`config.mk`:
```
export PLATFORM = sky130hd
export DESIGN_NAME = muldiv_unit
export DESIGN_NICKNAME = d
export VERILOG_FILES = /design/src/rtl/muldiv_pkg.sv /design/src/rtl/muldiv_signfix.sv /design/src/rtl/muldiv_unit.sv
export SDC_FILE = /design/constraint.sdc
export NUM_CORES = 1
export LEC_CHECK = 0
export CORE_MARGIN = 1.5
export CORE_UTILIZATION = 45
export CTS_BUF_LIST = sky130_fd_sc_hd__clkbuf_4 sky130_fd_sc_hd__clkbuf_8 sky130_fd_sc_hd__clkbuf_16
export DETAILED_ROUTE_END_ITERATION = 8
export PLACE_DENSITY = 0.62
export SLEW_MARGIN = 15
export SYNTH_ARGS = -nofsm -noshare
export SYNTH_HDL_FRONTEND = slang
export SYNTH_SLANG_ARGS = --single-unit
```
`constraint.sdc`:
```
create_clock -name clk -period 5.09 [get_ports clk]
set_input_delay 1.018 -clock clk [delete_from_list [all_inputs] [get_ports clk]]
set_output_delay 1.018 -clock clk [all_outputs]
set_load 0.02 [all_outputs]
```
`src/rtl/muldiv_pkg.sv`:
```
// Shared encodings for the iterative multiply/divide unit.
// Latency: n/a (declarations only).
// Backpressure: n/a.
package muldiv_pkg;

    localparam logic [1:0] OP_MULT  = 2'b00;
    localparam logic [1:0] OP_MULTU = 2'b01;
    localparam logic [1:0] OP_DIV   = 2'b10;
    localparam logic [1:0] OP_DIVU  = 2'b11;

    typedef enum logic [1:0] {
        IDLE = 2'b00,
        RUN  = 2'b01,
        FIX  = 2'b10,
        DONE = 2'b11
    } muldiv_state_t;

    localparam int          MULDIV_ITER    = 32;
    localparam logic [31:0] MULDIV_DIV0_LO = 32'hFFFF_FFFF;

    // op[0]=0 selects the signed flavour, op[1]=1 selects divide
    function automatic logic op_is_signed(input logic [1:0] op);
        return ~op[0];
    endfunction

    function automatic logic op_is_div(input logic [1:0] op);
        return op[1];
    endfunction

endpackage

```
`src/rtl/muldiv_signfix.sv`:
```
// Conditional two's-complement negate of a W-bit word.
// Latency: combinational.
// Backpressure: none.
// Ports: neg (negate when 1), din (input word), dout (din or -din).
module muldiv_signfix #(
    parameter int W = 32
) (
    input  logic         neg,
    input  logic [W-1:0] din,
    output logic [W-1:0] dout
);

    assign dout = neg ? (~din + W'(1)) : din;

endmodule

```
`src/rtl/muldiv_unit.sv`:
```
// Iterative MULT/MULTU/DIV/DIVU with architectural HI/LO and MTHI/MTLO moves.
// Latency: 34 cycles from accepted start to busy low; done pulses in the last cycle.
// Backpressure: none; start/mthi/mtlo are dropped while busy, no queuing.
// Ports: clk, rst_n, start, op, rsvalue, rtvalue, mthi, mtlo -> busy, done, hi, lo.
module muldiv_unit
    import muldiv_pkg::*;
#(
    parameter int WIDTH = 32
) (
    input  logic             clk,
    input  logic             rst_n,
    input  logic             start,
    input  logic [1:0]       op,
    input  logic [WIDTH-1:0] rsvalue,
    input  logic [WIDTH-1:0] rtvalue,
    input  logic             mthi,
    input  logic             mtlo,
    output logic             busy,
    output logic             done,
    output logic [WIDTH-1:0] hi,
    output logic [WIDTH-1:0] lo
);

    muldiv_state_t      state_q, state_nxt;
    logic [4:0]         cnt_q;
    logic [1:0]         op_q;
    logic               sign_pq_q;   // product / quotient sign
    logic               sign_r_q;    // remainder sign
    logic               div0_q;
    logic [WIDTH-1:0]   opd_q;       // multiplicand (mult) or divisor (div)
    logic [2*WIDTH-1:0] acc_q;       // mult: {partial, multiplier}; div: {remainder, dividend/quotient}
    logic               busy_q, done_q;
    logic [WIDTH-1:0]   hi_q, lo_q;

    logic               load_en, iter_en, fix_en, move_en;
    logic               is_signed;
    logic [WIDTH-1:0]   mag_rs, mag_rt;
    logic [2*WIDTH-1:0] prod_fix;
    logic [WIDTH-1:0]   quot_fix, rem_fix;

    // ---------------- operand magnitudes ----------------
    assign is_signed = op_is_signed(op);

    muldiv_signfix #(.W(WIDTH)) u_mag_rs (
        .neg  (is_signed & rsvalue[WIDTH-1]),
        .din  (rsvalue),
        .dout (mag_rs)
    );

    muldiv_signfix #(.W(WIDTH)) u_mag_rt (
        .neg  (is_signed & rtvalue[WIDTH-1]),
        .din  (rtvalue),
        .dout (mag_rt)
    );

    // ---------------- FSM: state register ----------------
    always_ff @(posedge clk or negedge rst_n) begin
        if (!rst_n) state_q <= IDLE;
        else        state_q <= state_nxt;
    end

    // ---------------- FSM: next state ----------------
    always_comb begin
        state_nxt = state_q;
        case (state_q)
            IDLE:    if (start) state_nxt = RUN;
            RUN:     if (cnt_q == 5'(MULDIV_ITER - 1)) state_nxt = FIX;
            FIX:     state_nxt = DONE;
            DONE:    state_nxt = IDLE;
            default: state_nxt = IDLE;
        endcase
    end

    // ---------------- FSM: control strobes ----------------
    always_comb begin
        load_en = 1'b0;
        iter_en = 1'b0;
        fix_en  = 1'b0;
        move_en = 1'b0;
        case (state_q)
            IDLE: begin
                load_en = start;
                move_en = ~start;   // start wins over a simultaneous move
            end
            RUN:     iter_en = 1'b1;
            FIX:     fix_en  = 1'b1;
            default: ;
        endcase
    end

    // ---------------- one iteration step ----------------
    // Multiply: add multiplicand into the upper half when the current
    // multiplier bit (acc[0]) is set, then shift the 65-bit result right.
    logic [WIDTH:0]     mul_sum;
    // Restoring divide: shift remainder left taking the next dividend bit,
    // trial-subtract the divisor, keep the difference if it did not borrow.
    logic [WIDTH:0]     div_top;
    logic [WIDTH+1:0]   div_diff;
    logic               div_ok;
    logic [WIDTH-1:0]   div_rem;
    logic [2*WIDTH-1:0] acc_step;

    assign mul_sum  = {1'b0, acc_q[2*WIDTH-1:WIDTH]} + (acc_q[0] ? {1'b0, opd_q} : '0);
    assign div_top  = acc_q[2*WIDTH-1:WIDTH-1];
    assign div_diff = {1'b0, div_top} - {2'b00, opd_q};
    assign div_ok   = ~div_diff[WIDTH+1];
    // Remainder stays below the divisor, so the top bit is always zero here.
    assign div_rem  = div_ok ? div_diff[WIDTH-1:0] : div_top[WIDTH-1:0];
    assign acc_step = op_is_div(op_q) ? {div_rem, acc_q[WIDTH-2:0], div_ok}
                                      : {mul_sum, acc_q[WIDTH-1:1]};

    // ---------------- result sign correction ----------------
    muldiv_signfix #(.W(2*WIDTH)) u_prod_fix (
        .neg  (sign_pq_q),
        .din  (acc_q),
        .dout (prod_fix)
    );

    muldiv_signfix #(.W(WIDTH)) u_quot_fix (
        .neg  (sign_pq_q),
        .din  (acc_q[WIDTH-1:0]),
        .dout (quot_fix)
    );

    // A zero divisor leaves the dividend magnitude in the remainder, so this
    // path already yields the original rsvalue for HI.
    muldiv_signfix #(.W(WIDTH)) u_rem_fix (
        .neg  (sign_r_q),
        .din  (acc_q[2*WIDTH-1:WIDTH]),
        .dout (rem_fix)
    );

    // ---------------- datapath registers ----------------
    always_ff @(posedge clk or negedge rst_n) begin
        if (!rst_n) begin
            cnt_q     <= '0;
            op_q      <= OP_MULT;
            sign_pq_q <= 1'b0;
            sign_r_q  <= 1'b0;
            div0_q    <= 1'b0;
            opd_q     <= '0;
            acc_q     <= '0;
        end else if (load_en) begin
            cnt_q     <= '0;
            op_q      <= op;
            sign_pq_q <= is_signed & (rsvalue[WIDTH-1] ^ rtvalue[WIDTH-1]);
            sign_r_q  <= is_signed & rsvalue[WIDTH-1];
            div0_q    <= op_is_div(op) && (rtvalue == '0);
            opd_q     <= op_is_div(op) ? mag_rt : mag_rs;
            acc_q     <= {{WIDTH{1'b0}}, (op_is_div(op) ? mag_rs : mag_rt)};
        end else if (iter_en) begin
            cnt_q     <= cnt_q + 5'd1;
            acc_q     <= acc_step;
        end
    end

    // ---------------- HI / LO ----------------
    always_ff @(posedge clk or negedge rst_n) begin
        if (!rst_n) begin
            hi_q <= '0;
            lo_q <= '0;
        end else if (fix_en) begin
            if (op_is_div(op_q)) begin
                hi_q <= rem_fix;
                lo_q <= div0_q ? MULDIV_DIV0_LO : quot_fix;
            end else begin
                hi_q <= prod_fix[2*WIDTH-1:WIDTH];
                lo_q <= prod_fix[WIDTH-1:0];
            end
        end else if (move_en) begin
            if (mthi) hi_q <= rsvalue;
            if (mtlo) lo_q <= rsvalue;
        end
    end

    // ---------------- registered status outputs ----------------
    always_ff @(posedge clk or negedge rst_n) begin
        if (!rst_n) begin
            busy_q <= 1'b0;
            done_q <= 1'b0;
        end else begin
            busy_q <= (state_nxt != IDLE);
            done_q <= (state_nxt == DONE);
        end
    end

    assign busy = busy_q;
    assign done = done_q;
    assign hi   = hi_q;
    assign lo   = lo_q;

endmodule

```
==> results.sh, run 1 <==
export IMPL_layout_worst_path_cycle_share=0.7697
export IMPL_worst_r2r_setup_slack_ps=1170
export IMPL_grt_pass1_wl_um=77800
export IMPL_drive_above_1_share=0.05483
export IMPL_avgSynthCellArea_um2=8.044
export IMPL_totalWireLength_um=49770
export IMPL_clk_pin_slew_worst_paths_ps=70
export IMPL_dieArea_mm2=0.03381
export IMPL_die_h_um=183.9
export IMPL_dp_cells=2325
export IMPL_synth_seq_area_share=0.2941
export IMPL_grt_usage=0.2965
export IMPL_min_period_ps=3918
export IMPL_slew_headroom=0.3458
export IMPL_cts_tree="yes"
export IMPL_clkLatencyLatePin_ps=450
export IMPL_rows=66
export IMPL_die_w_um=183.9
export IMPL_r2r_start="acc_q[0]$_DFFE_PN0P_"
export IMPL_dr_max_layer_used="met4"
export IMPL_fmax_mhz=255.3
export IMPL_cts_sinks=173
export IMPL_htree_levels=4
export IMPL_routed_via_density=6.101
export IMPL_fin_skew_ps=10.82
export IMPL_antenna_cells=0
export IMPL_tightest_slew_ps=979.0
export IMPL_leakage_nw=7.065
export IMPL_wire_per_inst_um=21.12
export IMPL_coreArea_mm2=0.03237
export IMPL_holdBufCountCts=0
export IMPL_worstSetupPathType="reg2reg"
export IMPL_finalSetupViolCount=0
export IMPL_final_instance_count_excl_fill=2357
export IMPL_dr_pass1_iters=8
export IMPL_route_antenna_remaining_nets=0
export IMPL_holdPathEnd="cnt_q[3]$_DFFE_PN0P_"
export IMPL_gp_congestion=0.9659
export IMPL_initial_utilization=0.4547
export IMPL_drc_errors=0
export IMPL_ir_drop_uv=286.3
export IMPL_clockRootBuffer="clkbuf_16"
export IMPL_post_cts_resized=0
export IMPL_whs_path_depth=1
export IMPL_ioPinCount=137
export IMPL_wl_met2_um=22640
export IMPL_endpoint_kind="flop"
export IMPL_critPathRequiredTime_ps=5360
export IMPL_grt_max_degree=91
export IMPL_rsz0062_at_grt="no"
export IMPL_r2r_cells=13
export IMPL_numCtsBuffers=17
export IMPL_grt_overflow_total=0
export IMPL_async_reset_ff_frac=1.000
export IMPL_grt_pass1_vias=13420
export IMPL_vias=14380
export IMPL_drt_iter0_markers=1462
export IMPL_drv_slew=0
export IMPL_cts_path_max_buffers=2
export IMPL_ys_seq_elements=173
export IMPL_nFillCells=3141
export IMPL_yosysUniqueCellTypes=79
export IMPL_maxCapViolCount=0
export IMPL_area_growth_pct=16.13
export IMPL_synth_area_mm2=0.01472
export IMPL_cts_setup_buffers=0
export IMPL_min_path_type="reg2reg"
export IMPL_crit_arrival_ps=4190
export IMPL_antenna_found_initial=0
export IMPL_synth_edf_count=0
export IMPL_status="finished clean"
export IMPL_nets=2045
export IMPL_critPathMaxFanout=26
export IMPL_drt_met1_wl_um=23000
export IMPL_dpl_hpwl_um=37330
export IMPL_final_hold_viol_count=0
export IMPL_ys_flop_type="dfrtp_1"
export IMPL_syn_nets=1973
export IMPL_cp_start_kind="flop"
export IMPL_wl_met3_um=2980
export IMPL_setup_tns_ps=0
export IMPL_power_density_mw_per_mm2=737.7
export IMPL_min_from="cnt_q[3]$_DFFE_PN0P_"
export IMPL_yosys_warnings=0
export IMPL_reg2reg_to="acc_q[63]$_DFFE_PN0P_"
export IMPL_port_buffers=136
export IMPL_netlist_instances=1830
[final cells by class]
| type | instances | area [um^2] | share of cell area |
|---|---|---|---|
| sequential | 173 | 4330 | 0.2533 |
| inverter | 64 | 240.2 | 0.01405 |
| timing repair buffer | 166 | 1608 | 0.09405 |
| clock buffer | 22 | 475.5 | 0.02781 |
| multi-input combinational | 1480 | 9749 | 0.5703 |
| tap | 442 | 553.0 | 0.03235 |
| clock inverter | 10 | 138.9 | 0.008124 |
[worst max path at each step]
stage | end | start | slack, ps | cells past startpoint
2_1_floorplan | acc_q[62]$_DFFE_PN0P_ | acc_q[0]$_DFFE_PN0P_ | 1680 | 13
3_3_place_gp | opd_q[24]$_DFFE_PN0P_ | rtvalue[3] | 1000 | 10
3_5_place_dp | opd_q[28]$_DFFE_PN0P_ | rtvalue[3] | 980 | 9
4_1_cts | acc_q[62]$_DFFE_PN0P_ | acc_q[0]$_DFFE_PN0P_ | 1200 | 13
5_1_grt | acc_q[62]$_DFFE_PN0P_ | acc_q[0]$_DFFE_PN0P_ | 870 | 13
6_report | acc_q[63]$_DFFE_PN0P_ | acc_q[0]$_DFFE_PN0P_ | 1170 | 13
[critical path: stages (launching register included)]
cell and delay [ps]:
dfrtp_1 440, inv_1 230, buf_4 340, nor2_1 100
ha_1 360, a211oi_1 270, nor2_1 90, or4_1 410
o311a_1 160, nor4_1 580, o31ai_1 270, a21o_1 240
a21oi_1 160, a311oi_1 60
[state kept, by name, summed over array words and instances, names as in the netlist]
register   cells
busy           1
hi            32
sign_pq_q      1
cnt_q          5
div0_q         1
sign_r_q       1
state_q        2
acc_q         64
done           1
lo            32
opd_q         32
op_q           1
[cell usage in the layout (no fill, tap or decap), types with 15 or more instances in the layout]
cell,n
nor3_1,31
a22oi_1,45
dfrtp_1,172
or3_1,15
a21o_1,21
o211ai_1,46
nand2b_1,20
o21ai_0,208
ha_1,70
nand2_1,192
clkdlybuf4s50_1,134
a221o_1,33
nor2_1,134
mux2i_1,62
xnor2_1,82
buf_4,28
xor2_1,80
a21oi_1,162
inv_1,64
nand3_1,25
clkbuf_16,17
o31ai_1,24
[metal layers]
layer / track usage / vias to the layer above
met1: 0.4214 / 6956
li1: - / 6859
met3: 0.03209 / 64
met2: 0.4708 / 500
met5: 0 / -
met4: 0.09246 / 0
[cells in the mapped netlist (10+ instances only)]
master / n / area, um^2
a211oi_1: 12 / 90.09
a21o_1: 21 / 157.7
a21oi_1: 162 / 810.8
a221o_1: 33 / 330.3
a22oi_1: 45 / 337.8
a31oi_1: 12 / 75.07
and2_1: 12 / 75.07
buf_1: 12 / 45.04
clkbuf_1: 97 / 364.1
dfrtp_1: 173 / 4329
ha_1: 70 / 875.8
inv_1: 64 / 240.2
mux2i_1: 62 / 620.6
nand2_1: 193 / 724.4
nand2b_1: 21 / 131.4
nand3_1: 25 / 125.1
nand4_1: 12 / 75.07
nor2_1: 135 / 506.7
nor2b_1: 13 / 81.33
nor3_1: 31 / 155.2
nor4_1: 13 / 81.33
o211ai_1: 46 / 345.3
o21a_1: 10 / 75.07
o21ai_0: 208 / 1041
o221ai_1: 10 / 87.58
o31ai_1: 24 / 180.2
or3_1: 15 / 93.84
or4_1: 11 / 82.58
xnor2_1: 82 / 718.2
xor2_1: 80 / 700.7
[power by group]
group          internal [mW]  total [mW]  leakage [nW]  switching, mW
Combinational           3.52        8.21          4.64           4.69
Clock                  0.815        1.41         0.304          0.595
Sequential              2.05        2.99          2.12          0.939
Total                   6.38        12.6          7.06           6.23
[per-stage QoR]
| step | power (mW) | area, um^2 | worst slack [ps] | utilization | hold slack, ps |
|---|---|---|---|---|---|
| global placement | 10.98 | 16480 | 1002 | 0.5091 | 466.3 |
| detailed placement | 11.08 | 16480 | 983.9 | 0.5091 | 474.7 |
| finish | 12.61 | 17100 | 1172 | 0.5281 | 488.0 |
| CTS | 12.52 | 17100 | 1201 | 0.5281 | 488.9 |
| floorplan | 8.665 | 14720 | 1685 | - | 449.4 |
| global route | 13.62 | 17100 | 874.8 | 0.5281 | 520.6 |
[logic make-up (layout without fill, tap and decap cells)]
family          after synthesis  in the layout  share of synthesized area
buf+inv                     177            262                    0.04547
mux                          62             62                    0.04216
flops                       173            173                     0.2941
compound gates              653            653                     0.2834
xor+xnor                    162            162                    0.09639
simple gates                531            531                     0.1763
fa+ha+maj                    72             72                    0.06222
(Power assumes the default switching activity.)
==> run 2, diff against run 1 <==
Settings changed: PLACE_DENSITY 0.62 to 0.65.
Clock period 5.09 ns to 3.4 ns, I/O delays scaled along.
==> run 2 against run 1 <==
  * Global-route usage increased by 0.92 points
  * Hold slack got worse by 250 ps
  * Combinational power increased by 74%
  * Largest cell class unchanged
  * Largest power group unchanged
==> results.sh, run 2 (synthesized netlist as in run 1, its figures left out) <==
export IMPL_status="finished clean"
export IMPL_fmax_mhz=304.0
export IMPL_power_switching_mw=9.820
export IMPL_worst_r2r_setup_slack_ps=110
export IMPL_layout_commonest_cell="o21ai_0"
export IMPL_cp_cell_sequence="buf_4 -> inv_1 -> ha_1 -> or3b_1 -> or3_1 -> or3_1 -> or3_1 -> a21oi_4 -> nand4_1 -> mux2i_1 -> o21ai_0"
export IMPL_nets=2207
export IMPL_grt_overflow_total=0
export IMPL_tightest_slew_ps=948.2
export IMPL_antenna_found_initial=0
export IMPL_startpoint="acc_q[32]$_DFFE_PN0P_"
export IMPL_grt_max_degree=91
export IMPL_leakage_nw=7.862
export IMPL_numCtsBuffers=17
export IMPL_slew_headroom=0.3655
export IMPL_intPower_mw=10.69
export IMPL_ir_drop_uv=509.0
export IMPL_rsz0062_at_grt="yes"
export IMPL_pwr_share_seq=0.202
export IMPL_crit_arrival_ps=3580
export IMPL_grtUsageMet3=0.03447
export IMPL_dr_pass1_iters=6
export IMPL_wire_per_inst_um=20.49
export IMPL_cts_tree="yes"
export IMPL_min_period_ps=3289
export IMPL_largest_register="acc_q"
export IMPL_initial_utilization=0.4547
export IMPL_finalSetupViolCount=0
export IMPL_crit_family="simple AND/OR/NAND/NOR gates"
export IMPL_largest_register_ff_count=64
export IMPL_final_cell_mix="o21ai_0 (205), nand2_1 (191), buf_4 (186)"
export IMPL_drv_slew=0
export IMPL_cts_sinks=173
export IMPL_drc_errors=0
export IMPL_slowest_stage="or3_1"
export IMPL_total_power_mw=20.51
export IMPL_fin_area_mm2=0.01846
export IMPL_die_w_um=183.9
export IMPL_power_density_mw_per_mm2=1111
export IMPL_holdBufCountCts=0
export IMPL_slowest_delay_ps=410
export IMPL_cp_endpoint="hi[28]$_DFFE_PN0P_"
export IMPL_routed_via_density=5.982
export IMPL_htree_levels=4
export IMPL_route_antenna_remaining_nets=0
export IMPL_ioPinCount=137
export IMPL_critical_path_buf_inv_count=2
export IMPL_rows=66
export IMPL_p_clk_frac=0.099
export IMPL_grt_pass1_wl_um=80050
export IMPL_grtUsageMet1=0.4311
export IMPL_whs_ps=239.1
export IMPL_grt_pass1_vias=14220
export IMPL_die_h_um=183.9
export IMPL_gp_congestion=0.9458
export IMPL_area_growth_pct=25.37
export IMPL_maxCapViolCount=0
export IMPL_worstSetupPathType="reg2reg"
export IMPL_combPwrFrac=0.699
export IMPL_layout_worst_path_cycle_share=0.9675
export IMPL_port_buffers=136
export IMPL_dpl_hpwl_um=39480
export IMPL_coreArea_mm2=0.03237
export IMPL_cts_path_max_buffers=2
export IMPL_totalWireLength_um=51610
export IMPL_fin_skew_ps=12.56
export IMPL_switching_share=0.4788
export IMPL_grt_busiest_layer="met2"
export IMPL_dieArea_mm2=0.03381
export IMPL_grt_usage=0.3057
export IMPL_critPathRequiredTime_ps=3690
export IMPL_endpoint_kind="flop"
export IMPL_final_hold_viol_count=0
export IMPL_vias=15070
export IMPL_cp_start_kind="flop"
export IMPL_setup_tns_ps=0
export IMPL_groute_layer_met2_usage=0.4888
export IMPL_drive_above_1_share=0.1363
export IMPL_cp_depth=11
export IMPL_dpl_cell_area_mm2=0.01769
export IMPL_r2r_start="acc_q[32]$_DFFE_PN0P_"
export IMPL_r2r_cells=11
export IMPL_critPathMaxFanout=7
export IMPL_antenna_cells=0
export IMPL_drt_iter0_markers=1414
export IMPL_clockRootBuffer="clkbuf_16"
export IMPL_clk_pin_slew_worst_paths_ps=70
export IMPL_reg2reg_to="hi[28]$_DFFE_PN0P_"
export IMPL_clkLatencyLatePin_ps=450
export IMPL_min_path_type="in2async"
export IMPL_path_common_cell="or3_1"
run 2: cell types whose count changed in the layout (fill, tap and decap cells not counted), sizes merged:
| cell | change |
|---|---|
| clkinv | -1 |
| buf | +162 |
| bufinv | -1 |
| inv | +2 |
| clkinvlp | +3 |
| clkbuf | -3 |
run 2: stage by stage:
stage / utilization / instances / worst slack (ps)
2_1_floorplan: - / 1830 / 101.8
3_3_place_gp: 0.5465 / 2480 / -94.62
3_5_place_dp: 0.5465 / 2480 / -140.7
4_1_cts: 0.5648 / 2512 / 0.5786
5_1_grt: 0.5701 / 2519 / -41.86
6_report: 0.5701 / 2519 / 110.7
run 2: worst min path at each step:
stage	depth (start not counted)	start	to
global placement	2	opd_q[23]$_DFFE_PN0P_	opd_q[23]$_DFFE_PN0P_
global route	1	rst_n	acc_q[5]$_DFFE_PN0P_
floorplan	0	rst_n	acc_q[0]$_DFFE_PN0P_
finish	1	rst_n	lo[6]$_DFFE_PN0P_
CTS	1	rst_n	lo[6]$_DFFE_PN0P_
detailed placement	2	opd_q[13]$_DFFE_PN0P_	opd_q[13]$_DFFE_PN0P_
run 2: per-layer routing:
| metal | wire (um) | vias to the layer above |
|---|---|---|
| met5 | 0 | - |
| met4 | 1457 | 0 |
| met3 | 3343 | 82 |
| met2 | 23140 | 606 |
| met1 | 23670 | 7210 |
| li1 | - | 7170 |
run 2: cell type report:
cell class                 instances  area, um^2
clock buffer                      19       452.9
clock inverter                    13       140.1
fill                            3001       13920
inverter                          64       240.2
multi-input combinational       1480        9864
sequential                       173        4330
tap                              442       553.0
timing repair buffer             328        2874
run 2: power groups by stage:
stage                     Clock, mW  Sequential (mW)  Combinational, mW
after global routing           2.13             4.26               15.7
after floorplan                   0             4.27               8.70
after CTS                      2.05             4.10               13.9
final                          2.03             4.14               14.3
after global placement            0             4.11               13.6
after detailed placement          0             4.12               13.8
run 2: timing repair:
item,in CTS,in global routing
gates resized for setup,0,25
setup endpoints to repair,1,13
setup buffers,0,7
pin swaps,1,17
==> run 3, diff against run 2 <==
Settings changed: PLACE_DENSITY 0.65 to 0.64, REMOVE_ABC_BUFFERS set to 1, SYNTH_HIERARCHICAL set to 1.
==> run 3 against run 2 <==
  * Flip-flop and latch count unchanged
  * Combinational power increased by 20%
  * Sequential power about the same
  * Critical path depth decreased by 1
  * Clock skew increased by 2.5 ps
  * Die area increased by 21%
  * Hold slack improved by 15 ps
  * Maximum frequency decreased by 0.40%
  * Cell area increased by 17%
  * Global-route usage increased by 0.97 points
  * First-iteration DRC count increased by 13%
  * Clock power increased by 7%
  * Largest power group unchanged
  * Highest routed layer unchanged
==> results.sh, run 3 <==
export IMPL_status="finished clean"
export IMPL_dieArea_mm2=0.04081
export IMPL_numCtsBuffers=17
export IMPL_synth_area_mm2=0.01782
export IMPL_area_growth_pct=21.66
export IMPL_yosys_top_cells_count="nand2_1 (260), o21ai_0 (242), xnor2_1 (209), dfrtp_1 (173), a21oi_1 (153)"
export IMPL_dr_pass1_iters=6
export IMPL_utilization=0.5585
export IMPL_ioPinCount=137
export IMPL_route_antenna_remaining_nets=0
export IMPL_grt_max_degree=86
export IMPL_total_power_mw=23.49
export IMPL_clk_pin_slew_worst_paths_ps=70
export IMPL_grt_pass1_vias=17400
export IMPL_initial_utilization=0.4590
export IMPL_coreArea_mm2=0.03883
export IMPL_yosysMostFrequentCell="nand2_1"
export IMPL_antenna_found_initial=1
export IMPL_setup_slack_ps=97.55
export IMPL_worstSetupPathType="reg2reg"
export IMPL_ys_flop_type="dfrtp_1"
export IMPL_critical_path_buf_inv_count=1
export IMPL_grt_overflow_total=0
export IMPL_nets=2591
export IMPL_largest_register_ff_count=64
export IMPL_slowest_stage="or4_2"
export IMPL_yosys_area_share_adder=0.05209
export IMPL_min_period_ps=3302
export IMPL_synth_mux_area_frac=0.07427
export IMPL_grt_pass1_wl_um=100700
export IMPL_die_w_um=202.0
export IMPL_cp_start_kind="flop"
export IMPL_routed_via_density=6.134
export IMPL_avgSynthCellArea_um2=8.010
export IMPL_final_hold_viol_count=0
export IMPL_ys_seq_elements=173
export IMPL_holdBufCountCts=0
export IMPL_critPathRequiredTime_ps=3740
export IMPL_vias=18270
export IMPL_synth_seq_area_share=0.2429
export IMPL_setup_tns_ps=0
export IMPL_dpl_hpwl_um=49750
export IMPL_drive_above_1_share=0.1419
export IMPL_synth_area_top_cells="dfrtp_1 (24%), xnor2_1 (10%), mux2i_1 (7.3%), o21ai_0 (6.8%), nand2_1 (5.5%)"
export IMPL_crit_family="simple AND/OR/NAND/NOR gates"
export IMPL_synth_top_area_cell="dfrtp_1"
export IMPL_crit_arrival_ps=3650
export IMPL_rsz0062_at_grt="no"
export IMPL_clkLatencyLatePin_ps=480
export IMPL_ir_drop_uv=444.4
export IMPL_leakage_nw=8.879
export IMPL_maxCapViolCount=0
export IMPL_synthXorXnorAreaFrac=0.1130
export IMPL_largest_register="acc_q"
export IMPL_synth_compound_area_share=0.2637
export IMPL_yosysUniqueCellTypes=89
export IMPL_finalSetupViolCount=0
export IMPL_fmax_mhz=302.8
export IMPL_die_h_um=202.0
export IMPL_yosys_area_share_simple=0.2098
export IMPL_drv_slew=0
export IMPL_cp_cell_sequence="buf_4 -> or4_2 -> nor3_1 -> nand3_2 -> o31ai_1 -> xnor2_1 -> mux2i_1 -> nor2_1 -> a21oi_1 -> o21ai_0"
export IMPL_grt_usage=0.3154
export IMPL_layout_commonest_cell="nand2_1"
export IMPL_power_density_mw_per_mm2=1083
export IMPL_rows=72
export IMPL_synth_edf_count=0
export IMPL_synth_top_area_share=0.2429
export IMPL_tightest_slew_ps=849.7
export IMPL_drt_iter0_markers=1593
export IMPL_endpoint_kind="flop"
export IMPL_fin_skew_ps=15.04
export IMPL_netlist_instances=2225
export IMPL_cts_sinks=173
export IMPL_slew_headroom=0.4335
export IMPL_htree_levels=4
export IMPL_wire_per_inst_um=21.79
export IMPL_antenna_cells=0
export IMPL_async_reset_ff_frac=1.000
export IMPL_final_cell_mix="nand2_1 (259), o21ai_0 (237), xnor2_1 (209)"
export IMPL_cts_setup_buffers=0
export IMPL_drc_errors=0
export IMPL_critPathMaxFanout=10
export IMPL_slowest_delay_ps=700
export IMPL_layout_worst_path_cycle_share=0.9713
export IMPL_place_ws_ps=5.321
export IMPL_min_path_type="in2async"
export IMPL_yosys_warnings=6
export IMPL_totalWireLength_um=64890
export IMPL_synth_top_family_by_area="compound AO/OA/AOI/OAI gates"
export IMPL_gp_congestion=0.9676
export IMPL_clockRootBuffer="clkbuf_16"
export IMPL_cts_tree="yes"
export IMPL_whs_ps=254.2
export IMPL_cts_path_max_buffers=2
export IMPL_port_buffers=136
run 3: changes by cell type in the layout (fill, tap and decap cells not counted), moves of 31 or more:
| cell | change |
|---|---|
| a22oi_1 | -36 |
| xnor2_1 | +127 |
| o21ai_0 | +32 |
| a221o_1 | -31 |
| xor2_1 | -59 |
| mux2i_1 | +68 |
| nand2_1 | +68 |
| o31ai_1 | +32 |
run 3: cell families after synthesis:
kind of cell               after synthesis
AOI/OAI and AO/OA                      720
xor gates and xnor gates               230
muxes                                  132
adders and majority gates               73
DFF                                    173
buffers and inverters                  202
and+or+nand+nor                        695
run 3: final cells by class:
type	count	area, um^2
flip-flops and latches	173	4335
clock buffers	18	432.9
clock inverters	14	182.7
multi-input cells	1850	12820
inverters	66	247.7
well taps	518	648.1
fillers	3693	17140
repair buffers	339	3015
run 3: path summary, 6_finish.rpt:
path | startpoint | to | slack, ps | cells past startpoint
max in group asynchronous | rst_n | lo[8]$_DFFE_PN0P_ | 2370 | 2
worst min-delay path | rst_n | state_q[0]$_DFF_PN0_ | 250 | 1
min in group clk | lo[25]$_DFFE_PN0P_ | lo[25]$_DFFE_PN0P_ | 480 | 2
worst max-delay path | acc_q[32]$_DFFE_PN0P_ | hi[19]$_DFFE_PN0P_ | 100 | 10
worst max register to register | acc_q[32]$_DFFE_PN0P_ | hi[19]$_DFFE_PN0P_ | 100 | 10
worst min register to register | lo[25]$_DFFE_PN0P_ | lo[25]$_DFFE_PN0P_ | 480 | 2
run 3: timing repair:
item | 4_1_cts | 5_1_grt
hold endpoints to repair | 0 | 0
endpoints found under the setup margin | 1 | 15
gates resized for setup | 1 | 15
run 3: metal layers:
metal / vias up / wire (um) / global-route usage
met4: 0 / 1974 / 0.1077
met3: 89 / 4073 / 0.04386
met2: 673 / 29640 / 0.5028
met5: - / 0 / 0
li1: 8598 / - / -
met1: 8906 / 29210 / 0.4369
run 3: worst reg2reg max path, delay by kind of cell, from the launching register on:
family | cells | cell delay (ps)
AO/OA/AOI/OAI | 3 | 810
XOR/XNOR | 1 | 110
buffers and inverters | 1 | 200
flip-flops | 1 | 440
multiplexers | 1 | 150
AND/OR/NAND/NOR | 4 | 1460
run 3: power breakdown:
| part | leakage, nW | total (mW) | switching [mW] | internal (mW) |
|---|---|---|---|---|
| clock | 0.298 | 2.18 | 0.997 | 1.18 |
| sequential | 2.10 | 4.16 | 1.09 | 3.08 |
| combinational | 6.48 | 17.1 | 9.61 | 7.53 |
run 3: through the flow:
| step | cells | cell area, um^2 |
|---|---|---|
| after global routing | 2978 | 21680 |
| after global placement | 2946 | 21000 |
| after detailed placement | 2946 | 21000 |
| after CTS | 2978 | 21630 |
| final | 2978 | 21680 |
| after floorplan | 2089 | 17280 |
